## src/rtl/lsu_pkg.sv

```systemverilog
// Shared definitions for the load/store unit: access sizes, FSM states, word geometry.
// No logic beyond a pure alignment helper; nothing here is clocked.
// Imported by the top and the lane alignment sub-module.
package lsu_pkg;

   localparam int WORD_BYTES = 4;

   localparam logic [1:0] SIZE_BYTE = 2'b00;
   localparam logic [1:0] SIZE_HALF = 2'b01;
   localparam logic [1:0] SIZE_WORD = 2'b10;

   typedef enum logic [1:0] {
      IDLE  = 2'b00,
      READ  = 2'b01,
      WRITE = 2'b10,
      DONE  = 2'b11
   } lsu_state_e;

   // True when the size is illegal or the byte offset breaks natural alignment.
   function automatic logic bad_alignment(input logic [1:0] size, input logic [1:0] offs);
      logic bad;
      case (size)
         SIZE_BYTE: bad = 1'b0;
         SIZE_HALF: bad = offs[0];
         SIZE_WORD: bad = (offs != 2'b00);
         default:   bad = 1'b1;
      endcase
      return bad;
   endfunction

endpackage

```

## src/rtl/load_store_unit_lane_align.sv

```systemverilog
// Lane steering between a 32-bit memory word and a byte/half/word access.
// Purely combinational; produces both the extended load value and the merged store word.
// No handshake; the caller chooses which output it uses.
module lane_align
   import lsu_pkg::*;
(
   input  logic [31:0] word_i,
   input  logic [1:0]  addr_i,
   input  logic [1:0]  size_i,
   input  logic        unsigned_i,
   input  logic [31:0] store_data_i,
   output logic [31:0] load_data_o,
   output logic [31:0] merged_o
);

   logic [7:0]  byte_lane;
   logic [15:0] half_lane;
   logic        byte_sign;
   logic        half_sign;

   // Pick the addressed little-endian lane and extend it to a full word.
   always_comb begin
      byte_lane   = word_i[{addr_i, 3'b000} +: 8];
      half_lane   = addr_i[1] ? word_i[31:16] : word_i[15:0];
      byte_sign   = byte_lane[7] & ~unsigned_i;
      half_sign   = half_lane[15] & ~unsigned_i;
      load_data_o = 32'h0;
      case (size_i)
         SIZE_BYTE: load_data_o = {{24{byte_sign}}, byte_lane};
         SIZE_HALF: load_data_o = {{16{half_sign}}, half_lane};
         SIZE_WORD: load_data_o = word_i;
         default:   load_data_o = 32'h0;
      endcase
   end

   // Overwrite only the addressed lane of the word with the right-aligned store data.
   always_comb begin
      merged_o = word_i;
      case (size_i)
         SIZE_BYTE: merged_o[{addr_i, 3'b000} +: 8] = store_data_i[7:0];
         SIZE_HALF: begin
            if (addr_i[1]) merged_o[31:16] = store_data_i[15:0];
            else           merged_o[15:0]  = store_data_i[15:0];
         end
         SIZE_WORD: merged_o = store_data_i;
         default:   merged_o = word_i;
      endcase
   end

endmodule

```

## src/rtl/load_store_unit.sv

```systemverilog
// Byte/half/word load-store front end for a word-wide memory without byte enables.
// Latency accept->resp: error 1, load 2, word store 2, sub-word store 3 (read-modify-write).
// One request in flight; req_ready low while busy; response is never back-pressured.
module load_store_unit
   import lsu_pkg::*;
#(
   parameter int MEM_WORDS = 256
) (
   input  logic        clk,
   input  logic        reset,
   input  logic        req_valid,
   output logic        req_ready,
   input  logic        req_write,
   input  logic [1:0]  req_size,
   input  logic        req_unsigned,
   input  logic [31:0] req_address,
   input  logic [31:0] req_write_data,
   output logic        resp_valid,
   output logic [31:0] resp_data,
   output logic        resp_error,
   output logic        mem_read,
   output logic        mem_write,
   output logic [31:0] mem_address,
   output logic [31:0] mem_write_data,
   input  logic [31:0] mem_read_data
);

   localparam int OFFS_W = $clog2(WORD_BYTES);

   lsu_state_e  state_q;
   logic        write_q;
   logic [1:0]  size_q;
   logic        unsigned_q;
   logic [31:0] addr_q;
   logic [31:0] wdata_q;
   logic [31:0] word_q;
   logic [31:0] resp_data_q;
   logic        resp_error_q;

   logic        req_err_d;
   logic        accept_d;
   logic [31:0] align_word;
   logic [31:0] load_data;
   logic [31:0] merged_word;
   logic        mem_busy;

   // Screen the incoming request so a bad one never reaches memory.
   always_comb begin
      accept_d  = req_valid && (state_q == IDLE);
      req_err_d = bad_alignment(req_size, req_address[1:0])
                  || (req_address[31:2] >= 30'(MEM_WORDS));
   end

   // During READ the live memory word is steered for the load result; afterwards
   // the captured copy is the base for the store merge.
   assign align_word = (state_q == READ) ? mem_read_data : word_q;

   lane_align u_lane_align (
      .word_i       (align_word),
      .addr_i       (addr_q[1:0]),
      .size_i       (size_q),
      .unsigned_i   (unsigned_q),
      .store_data_i (wdata_q),
      .load_data_o  (load_data),
      .merged_o     (merged_word)
   );

   // Request FSM: capture on accept, optional read, optional write, one-cycle response.
   always_ff @(posedge clk) begin
      if (!reset) begin
         state_q      <= IDLE;
         write_q      <= 1'b0;
         size_q       <= 2'b00;
         unsigned_q   <= 1'b0;
         addr_q       <= 32'h0;
         wdata_q      <= 32'h0;
         word_q       <= 32'h0;
         resp_data_q  <= 32'h0;
         resp_error_q <= 1'b0;
      end else begin
         case (state_q)
            IDLE: begin
               if (accept_d) begin
                  write_q    <= req_write;
                  size_q     <= req_size;
                  unsigned_q <= req_unsigned;
                  addr_q     <= req_address;
                  wdata_q    <= req_write_data;
                  if (req_err_d) begin
                     state_q      <= DONE;
                     resp_error_q <= 1'b1;
                     resp_data_q  <= 32'h0;
                  end else if (req_write && (req_size == SIZE_WORD)) begin
                     state_q <= WRITE;
                  end else begin
                     state_q <= READ;
                  end
               end
            end
            READ: begin
               word_q <= mem_read_data;
               if (write_q) begin
                  state_q <= WRITE;
               end else begin
                  state_q     <= DONE;
                  resp_data_q <= load_data;
               end
            end
            WRITE: begin
               state_q <= DONE;
            end
            default: begin
               state_q      <= IDLE;
               resp_data_q  <= 32'h0;
               resp_error_q <= 1'b0;
            end
         endcase
      end
   end

   assign mem_busy       = (state_q == READ) || (state_q == WRITE);
   assign req_ready      = (state_q == IDLE);
   assign resp_valid     = (state_q == DONE);
   assign resp_data      = resp_data_q;
   assign resp_error     = resp_error_q;
   // Strobes are qualified with reset so an aborted operation cannot touch memory.
   assign mem_read       = reset && (state_q == READ);
   assign mem_write      = reset && (state_q == WRITE);
   assign mem_address    = mem_busy ? {addr_q[31:OFFS_W], {OFFS_W{1'b0}}} : 32'h0;
   assign mem_write_data = (state_q == WRITE) ? merged_word : 32'h0;

endmodule

```

## config.mk

```make
export PLATFORM = sky130hd
export DESIGN_NAME = load_store_unit
export DESIGN_NICKNAME = d
export VERILOG_FILES = /design/src/rtl/lsu_pkg.sv /design/src/rtl/load_store_unit_lane_align.sv /design/src/rtl/load_store_unit.sv
export SDC_FILE = /design/constraint.sdc
export NUM_CORES = 1
export LEC_CHECK = 0
export BUFFER_PORTS_ARGS = -buffer_cell sky130_fd_sc_hd__buf_2
export CAP_MARGIN = 20
export CORE_ASPECT_RATIO = 1.1
export CORE_MARGIN = 2
export CORE_UTILIZATION = 40
export CTS_BUF_LIST = sky130_fd_sc_hd__clkbuf_16
export DETAILED_ROUTE_END_ITERATION = 10
export GPL_TIMING_DRIVEN = 0
export SLEW_MARGIN = 25
export SYNTH_ARGS = -nofsm -noshare
export SYNTH_HDL_FRONTEND = slang
export SYNTH_HIERARCHICAL = 1
export SYNTH_SLANG_ARGS = --single-unit
export TNS_END_PERCENT = 1
```

## constraint.sdc

```tcl
create_clock -name clk -period 3.68 [get_ports clk]
set_input_delay 0.736 -clock clk [delete_from_list [all_inputs] [get_ports clk]]
set_output_delay 0.736 -clock clk [all_outputs]
set_load 0.05 [all_outputs]
```

==> results of run 1 <==
==> cell usage after synthesis, types with 6 or more instances <==
master,n,area [µm²]
nand2_1,241,905
dfxtp_1,135,2700
clkbuf_1,37,139
nor2b_1,14,87.6
a221o_1,13,130
nand3_1,7,35.0
o21ai_0,8,40.0
a22oi_1,27,203
a21boi_0,67,503
and2_1,99,619
buf_6,10,113
a21oi_1,18,90.1
ha_1,9,113
nor3_1,10,50.1
buf_2,22,110
mux2i_1,40,400
mux2_2,57,642
inv_1,6,22.5
nor2_1,9,33.8
o211ai_1,27,203
a22o_1,18,158
buf_4,7,52.6
==> worst max-delay path, delay by kind of cell (launching register included) <==
kind / cells / cell delay [ps]
AND/OR/NAND/NOR: 1 / 180
AO/OA/AOI/OAI: 2 / 490
flip-flops: 1 / 330
adder cells (fa/ha/maj): 1 / 170
multiplexers: 2 / 650
buffers and inverters: 4 / 600
==> registers in the layout, indices dropped and copies added, names as in the netlist <==
name	cells
wdata_q	32
resp_data	32
unsigned_q	1
state_q	2
size_q	2
word_q	32
write_q	1
resp_error	1
addr_q	32
==> layout by cell type (no fill, tap or decap), types with 3 or more instances in the layout <==
| cell | instances |
|---|---|
| mux2i_1 | 40 |
| o21a_1 | 3 |
| nor2b_1 | 14 |
| inv_6 | 3 |
| buf_4 | 11 |
| nor2_1 | 9 |
| a221o_1 | 13 |
| a21boi_0 | 67 |
| o211ai_1 | 27 |
| clkbuf_1 | 37 |
| buf_1 | 4 |
| a22oi_1 | 27 |
| a22o_1 | 18 |
| nand2_1 | 241 |
| nand3b_1 | 3 |
| nand2b_1 | 5 |
| ha_1 | 8 |
| nor4_1 | 5 |
| o21ai_0 | 8 |
| clkbuf_16 | 17 |
| or3b_2 | 3 |
| dfxtp_2 | 3 |
| nor3_1 | 10 |
| nand3_1 | 7 |
| o31ai_1 | 3 |
| bufinv_16 | 5 |
| a21oi_1 | 18 |
| inv_1 | 6 |
| nor3b_1 | 4 |
| and2_1 | 99 |
| a21boi_1 | 5 |
| buf_2 | 216 |
| dfxtp_1 | 132 |
| mux2_2 | 56 |
| clkinvlp_4 | 4 |
| nand4_1 | 3 |
| buf_6 | 12 |
==> layer usage <==
metal / global-route usage / up-vias / share of wire
li1: - / 3729 / -
met1: 0.315 / 3590 / 0.43
met2: 0.423 / 275 / 0.47
met3: 0.0537 / 75 / 0.062
met4: 0.112 / 0 / 0.037
met5: 0 / - / 0
==> through the flow <==
| step | setup WS, ps | TNS, ps | instance area [µm²] |
|---|---|---|---|
| 3_3_place_gp | 183 | 0 | 9250 |
| 6_report | 79.4 | 0 | 9960 |
| 3_5_place_dp | 184 | 0 | 9250 |
| 5_1_grt | -17.5 | -26.6 | 9960 |
| 2_1_floorplan | 653 | 0 | 7930 |
| 4_1_cts | 0.273 | 0 | 9920 |
==> kinds of logic (layout without fill, tap and decap cells) <==
| logic type | count (synthesis) | after routing | synth area share |
|---|---|---|---|
| fa+ha+maj | 9 | 9 | 0.0142 |
| flops | 135 | 135 | 0.341 |
| simple gates | 416 | 416 | 0.254 |
| compound gates | 206 | 206 | 0.199 |
| buf+inv | 88 | 322 | 0.0579 |
| mux | 98 | 98 | 0.133 |
| other cells | 1 | 2 | 0.000473 |
==> power by group through the flow <==
stage          sequential [mW]  combinational [mW]  clock (mW)
2_1_floorplan             1.96                2.49           0
3_3_place_gp              1.91                3.53           0
3_5_place_dp              1.92                3.53           0
4_1_cts                   1.88                3.57        1.94
5_1_grt                   1.92                3.88        2.00
6_report                  1.89                3.61        1.91
==> final cells by class <==
class / instances / area share
clock buffer: 17 / 0.0427
tap: 252 / 0.0317
sequential: 135 / 0.272
inverter: 8 / 0.00327
timing repair buffer: 202 / 0.102
buffer: 80 / 0.0459
multi-input combinational: 731 / 0.480
clock inverter: 15 / 0.0225
==> timing repair <==
action                                  CTS  global route
resized for setup                         8            10
endpoints found under the setup margin   13            10
hold endpoints to repair                  0             0
buffers inserted                          0             1
==> worst paths after layout <==
| kind | from | end | cells after the start |
|---|---|---|---|
| setup reg to reg | state_q[1] | resp_data[27] | 11 |
| hold / removal | addr_q[16] | addr_q[16] | 2 |
| hold reg to reg | addr_q[16] | addr_q[16] | 2 |
| setup / recovery | state_q[1] | mem_write_data[30] | 10 |
==> impl_metrics.csv, run 1 <==
group,metric,value,unit
placement,dp.cells,1407,
placement,gp_congestion,0.966,
critical_path,cp-start-kind,"flop",
placement,dp_hpwl,20300,µm
critical_path,path_max_fanout,10,
logic_synthesis,synth_cells,953,
power_and_ir_drop,pwr-share-clk,0.258,
sta,max_freq,0.278,GHz
power_and_ir_drop,switching_power,3.19,mW
sta,worst_slew_pin_slew,628,ps
layout,diodes,0,
logic_synthesis,synth-seq-area-share,0.341,
cts,cts_tree,"done",
layout,seq_area,2710,µm²
layout,final_layout_size_suffix_gt1_frac,0.297,
logic_synthesis,ys_warn_count,6,
power_and_ir_drop,finalPower,7.41,mW
route,drt_wl_total,26800,µm
logic_synthesis,synth_edf_count,0,
logic_synthesis,ys_ff_latch,135,
floorplanning,die_y,152,µm
route,ant_nets,0,
min_path,hold_class,"flop to flop",
cts,numCtsBuffers,17,
run_status,outcome,"completed",
power_and_ir_drop,power.share.combinational,0.487,
route,wl_per_cell,18.6,µm
floorplanning,initial_core_util,0.403,
flow_run,drv_cap,0,
critical_path,cpMaxStageDelayCell,"mux2_4",
sta,slew_headroom,0.577,
placement,io_buffers,201,
layout,multi_input_comb_area,4780,µm²
floorplanning,die_w,138,µm
floorplanning,num_rows,54,
route,drtIter0Drc,516,
sta,period_needed,3600,ps
route,drc_errors,0,
sta,finalSetupViolations,0,
cts,clk_pin_slew,60,ps
global_routing,grt-ovfl-total,0,
cts,root_buffer,"clkbuf_16",
logic_synthesis,syn-mean-instance-area,8.32,µm²
critical_path,required,2940,ps
critical_path,arrival,2860,ps
logic_synthesis,synthFlopType,"dfxtp_1",
logic_synthesis,syn_area,7930,µm²
cts,clock_sinks,135,
power_and_ir_drop,power_leakage,4.37,nW
floorplanning,boundaryPins,204,
logic_synthesis,ys_async_sr_fraction,0,
logic_synthesis,ys_types,62,
global_routing,grt_max_degree,17,
cts,cts.path.max_buffers,2,
layout,final_cells,1440,
route,vias_per_cell,5.33,
route,drt_first_pass_iters,5,
critical_path,cp_cell_sequence,"inv_1, ha_1, buf_6, buf_8, mux2_4, mux2_2, a22o_1, a221o_1, and2_1, buf_4",
sta,slew_viol_final,0,
global_routing,grt_pass1_vias,7507,
global_routing,track_usage,0.252,
global_routing,antenna_found_initial,0,
power_and_ir_drop,seqPwrFrac,0.255,
sta,hold_violations,0,
power_and_ir_drop,power.internal,4.22,mW
sta,fin_crit_sh,0.978,
floorplanning,dieArea,21000,µm²
critical_path,endpoint_kind,"primary output",
power_and_ir_drop,swShare,0.431,
power_and_ir_drop,power_density,744,nW/µm²
critical_path,crit_type,"flop to primary output",
layout,syn_to_final_growth,25.6,%
global_routing,grt_pass1_wl,41100,µm
layout,nets,1287,
cts,cts_max_level,4,
critical_path,max_stage_delay,370,ps
layout,nFillCells,1999,
power_and_ir_drop,peakVddDrop,0.399,mV
route,vias,7669,
sta,holdWs,451,ps
floorplanning,core_area,19700,µm²
layout,fin_util,0.506,
sta,finClkSkew,8.48,ps
cts,postCtsHoldBufs,0,
critical_path,r2r_setup_slack,1090,ps
cts,clk_latency,440,ps
Power figures use the tool's default switching activity.
==> run 2, diff against run 1 <==
--- a/config.mk
+++ b/config.mk
@@ -13,6 +13,7 @@
 export CTS_BUF_LIST = sky130_fd_sc_hd__clkbuf_16
 export DETAILED_ROUTE_END_ITERATION = 10
 export GPL_TIMING_DRIVEN = 0
+export REMOVE_ABC_BUFFERS = 1
 export SLEW_MARGIN = 25
 export SYNTH_ARGS = -nofsm -noshare
 export SYNTH_HDL_FRONTEND = slang
==> run 2 against run 1 <==
Final area is 2.7% lower. Setup slack better by 26 ps. Flip-flop and latch count did not move. Critical path depth is 5 lower. Worst hold slack improved by 1.1 ps. Total power is 5.3% lower. Core utilization decreased by 1.4 points. Sequential power increased by 3%. Critical endpoint unchanged.
==> impl_metrics.csv, run 2 (same netlist as run 1, synthesis figures left out) <==
group,metric,value,unit
run_status,outcome,"completed",
route,drt_first_pass_iters,6,
cts,numCtsBuffers,17,
power_and_ir_drop,power_density,724,nW/µm²
critical_path,path_max_fanout,73,
critical_path,worstReg2RegEnd,"resp_data[15]",
route,vias_per_cell,5.25,
sta,max_freq,0.280,GHz
placement,io_buffers,201,
global_routing,antenna_found_initial,6,
floorplanning,boundaryPins,204,
placement,gp_congestion,0.816,
sta,worst_slew_pin_slew,817,ps
sta,layout_setup_ws,106,ps
layout,seq_area,2720,µm²
cts,postCtsHoldBufs,0,
sta,slew_viol_final,0,
sta,slew_headroom,0.456,
sta,fin_crit_sh,0.971,
sta,period_needed,3570,ps
floorplanning,core_area,19700,µm²
global_routing,grt_pass1_vias,6606,
sta,hold_violations,0,
layout,layout_common_cells,"nand2_1, buf_2, dfxtp_1",
layout,final_cell_area,9690,µm²
floorplanning,die_w,138,µm
sta,finClkSkew,9.39,ps
layout,nFillCells,1940,
cts,clk_pin_slew,60,ps
layout,final_layout_size_suffix_gt1_frac,0.294,
layout,nets,1215,
route,drc_errors,0,
cts,cts_tree,"done",
sta,finalSetupViolations,0,
floorplanning,dieArea,21000,µm²
flow_run,drv_cap,0,
critical_path,r2r_cells,9,
critical_path,crit_type,"flop to primary output",
global_routing,track_usage,0.216,
layout,final_common_cell,"nand2_1",
critical_path,r2r_setup_slack,1140,ps
global_routing,grt_max_degree,112,
critical_path,arrival,2840,ps
critical_path,cp-startpoint,"size_q[1]",
floorplanning,initial_core_util,0.403,
route,wl_per_cell,17.0,µm
cts,cts.path.max_buffers,2,
critical_path,rr_startpoint,"state_q[1]",
global_routing,grt-ovfl-total,0,
critical_path,endpoint_kind,"primary output",
sta,rsz0062_at_grt,"false",
power_and_ir_drop,peakVddDrop,0.408,mV
cts,clock_sinks,135,
placement,post-place-ws,137,ps
placement,dp_hpwl,16300,µm
route,drt_wl_total,23200,µm
cts,root_buffer,"clkbuf_16",
critical_path,endpoint,"mem_write_data[30]",
critical_path,required,2940,ps
floorplanning,num_rows,54,
global_routing,grt_pass1_wl,35900,µm
route,ant_nets,0,
layout,syn_to_final_growth,22.2,%
critical_path,cp-start-kind,"flop",
min_path,hold_class,"flop to flop",
route,vias,7185,
cts,clk_latency,420,ps
route,drtIter0Drc,403,
power_and_ir_drop,power_leakage,4.20,nW
placement,place_area,9040,µm²
layout,fin_util,0.493,
floorplanning,die_y,152,µm
layout,multi_input_comb_area,4810,µm²
cts,cts_max_level,4,
[run 2: layout make-up]
class / instances / share of cell area
Timing Repair Buffer: 210 / 0.126
Inverter: 8 / 0.00310
Multi-Input combinational cell: 731 / 0.496
Sequential cell: 135 / 0.280
Antenna cell: 1 / 0.000258
Clock buffer: 17 / 0.0439
Clock inverter: 15 / 0.0173
Tap cell: 252 / 0.0325
[run 2: report_power, final]
group          internal (mW)  switching (mW)
Clock                   1.01           0.700
Sequential              1.72           0.222
Combinational           1.27            2.09
[run 2: stage by stage]
stage	hold slack, ps	power [mW]	cells	TNS [ps]
6_report	452	7.01	1369	0
4_1_cts	456	7.04	1367	0
3_3_place_gp	436	5.12	1327	-27370
2_1_floorplan	430	4.26	874	0
3_5_place_dp	444	5.29	1334	0
5_1_grt	470	7.43	1368	0
[run 2: metal layers]
| metal | share of wire | track usage | up-vias |
|---|---|---|---|
| li1 | - | - | 3595 |
| met1 | 0.44 | 0.264 | 3318 |
| met2 | 0.47 | 0.365 | 225 |
| met3 | 0.072 | 0.0717 | 39 |
| met4 | 0.017 | 0.0622 | 8 |
| met5 | 0.0021 | 0 | - |
[run 2: worst min path at each step]
stage	from	to	slack (ps)	cells past startpoint
3_5_place_dp	resp_data[31]	resp_data[31]	440	2
4_1_cts	resp_data[28]	resp_data[28]	460	2
3_3_place_gp	addr_q[16]	addr_q[16]	440	2
6_report	resp_data[31]	resp_data[31]	450	2
5_1_grt	resp_data[22]	resp_data[22]	470	2
2_1_floorplan	addr_q[15]	addr_q[15]	430	2
[run 2: what timing repair did]
item / in CTS / in global routing
buffers inserted: 1 / 1
pin swaps: 1 / 0
resized for setup: 5 / 1
endpoints found under the setup margin: 22 / 3
[run 2: worst max-delay path: stages (launching register included)]
cell	delay, ps
dfxtp_4	560
nor3b_2	660
and3_1	490
a221o_1	210
and2_1	180
buf_2	290
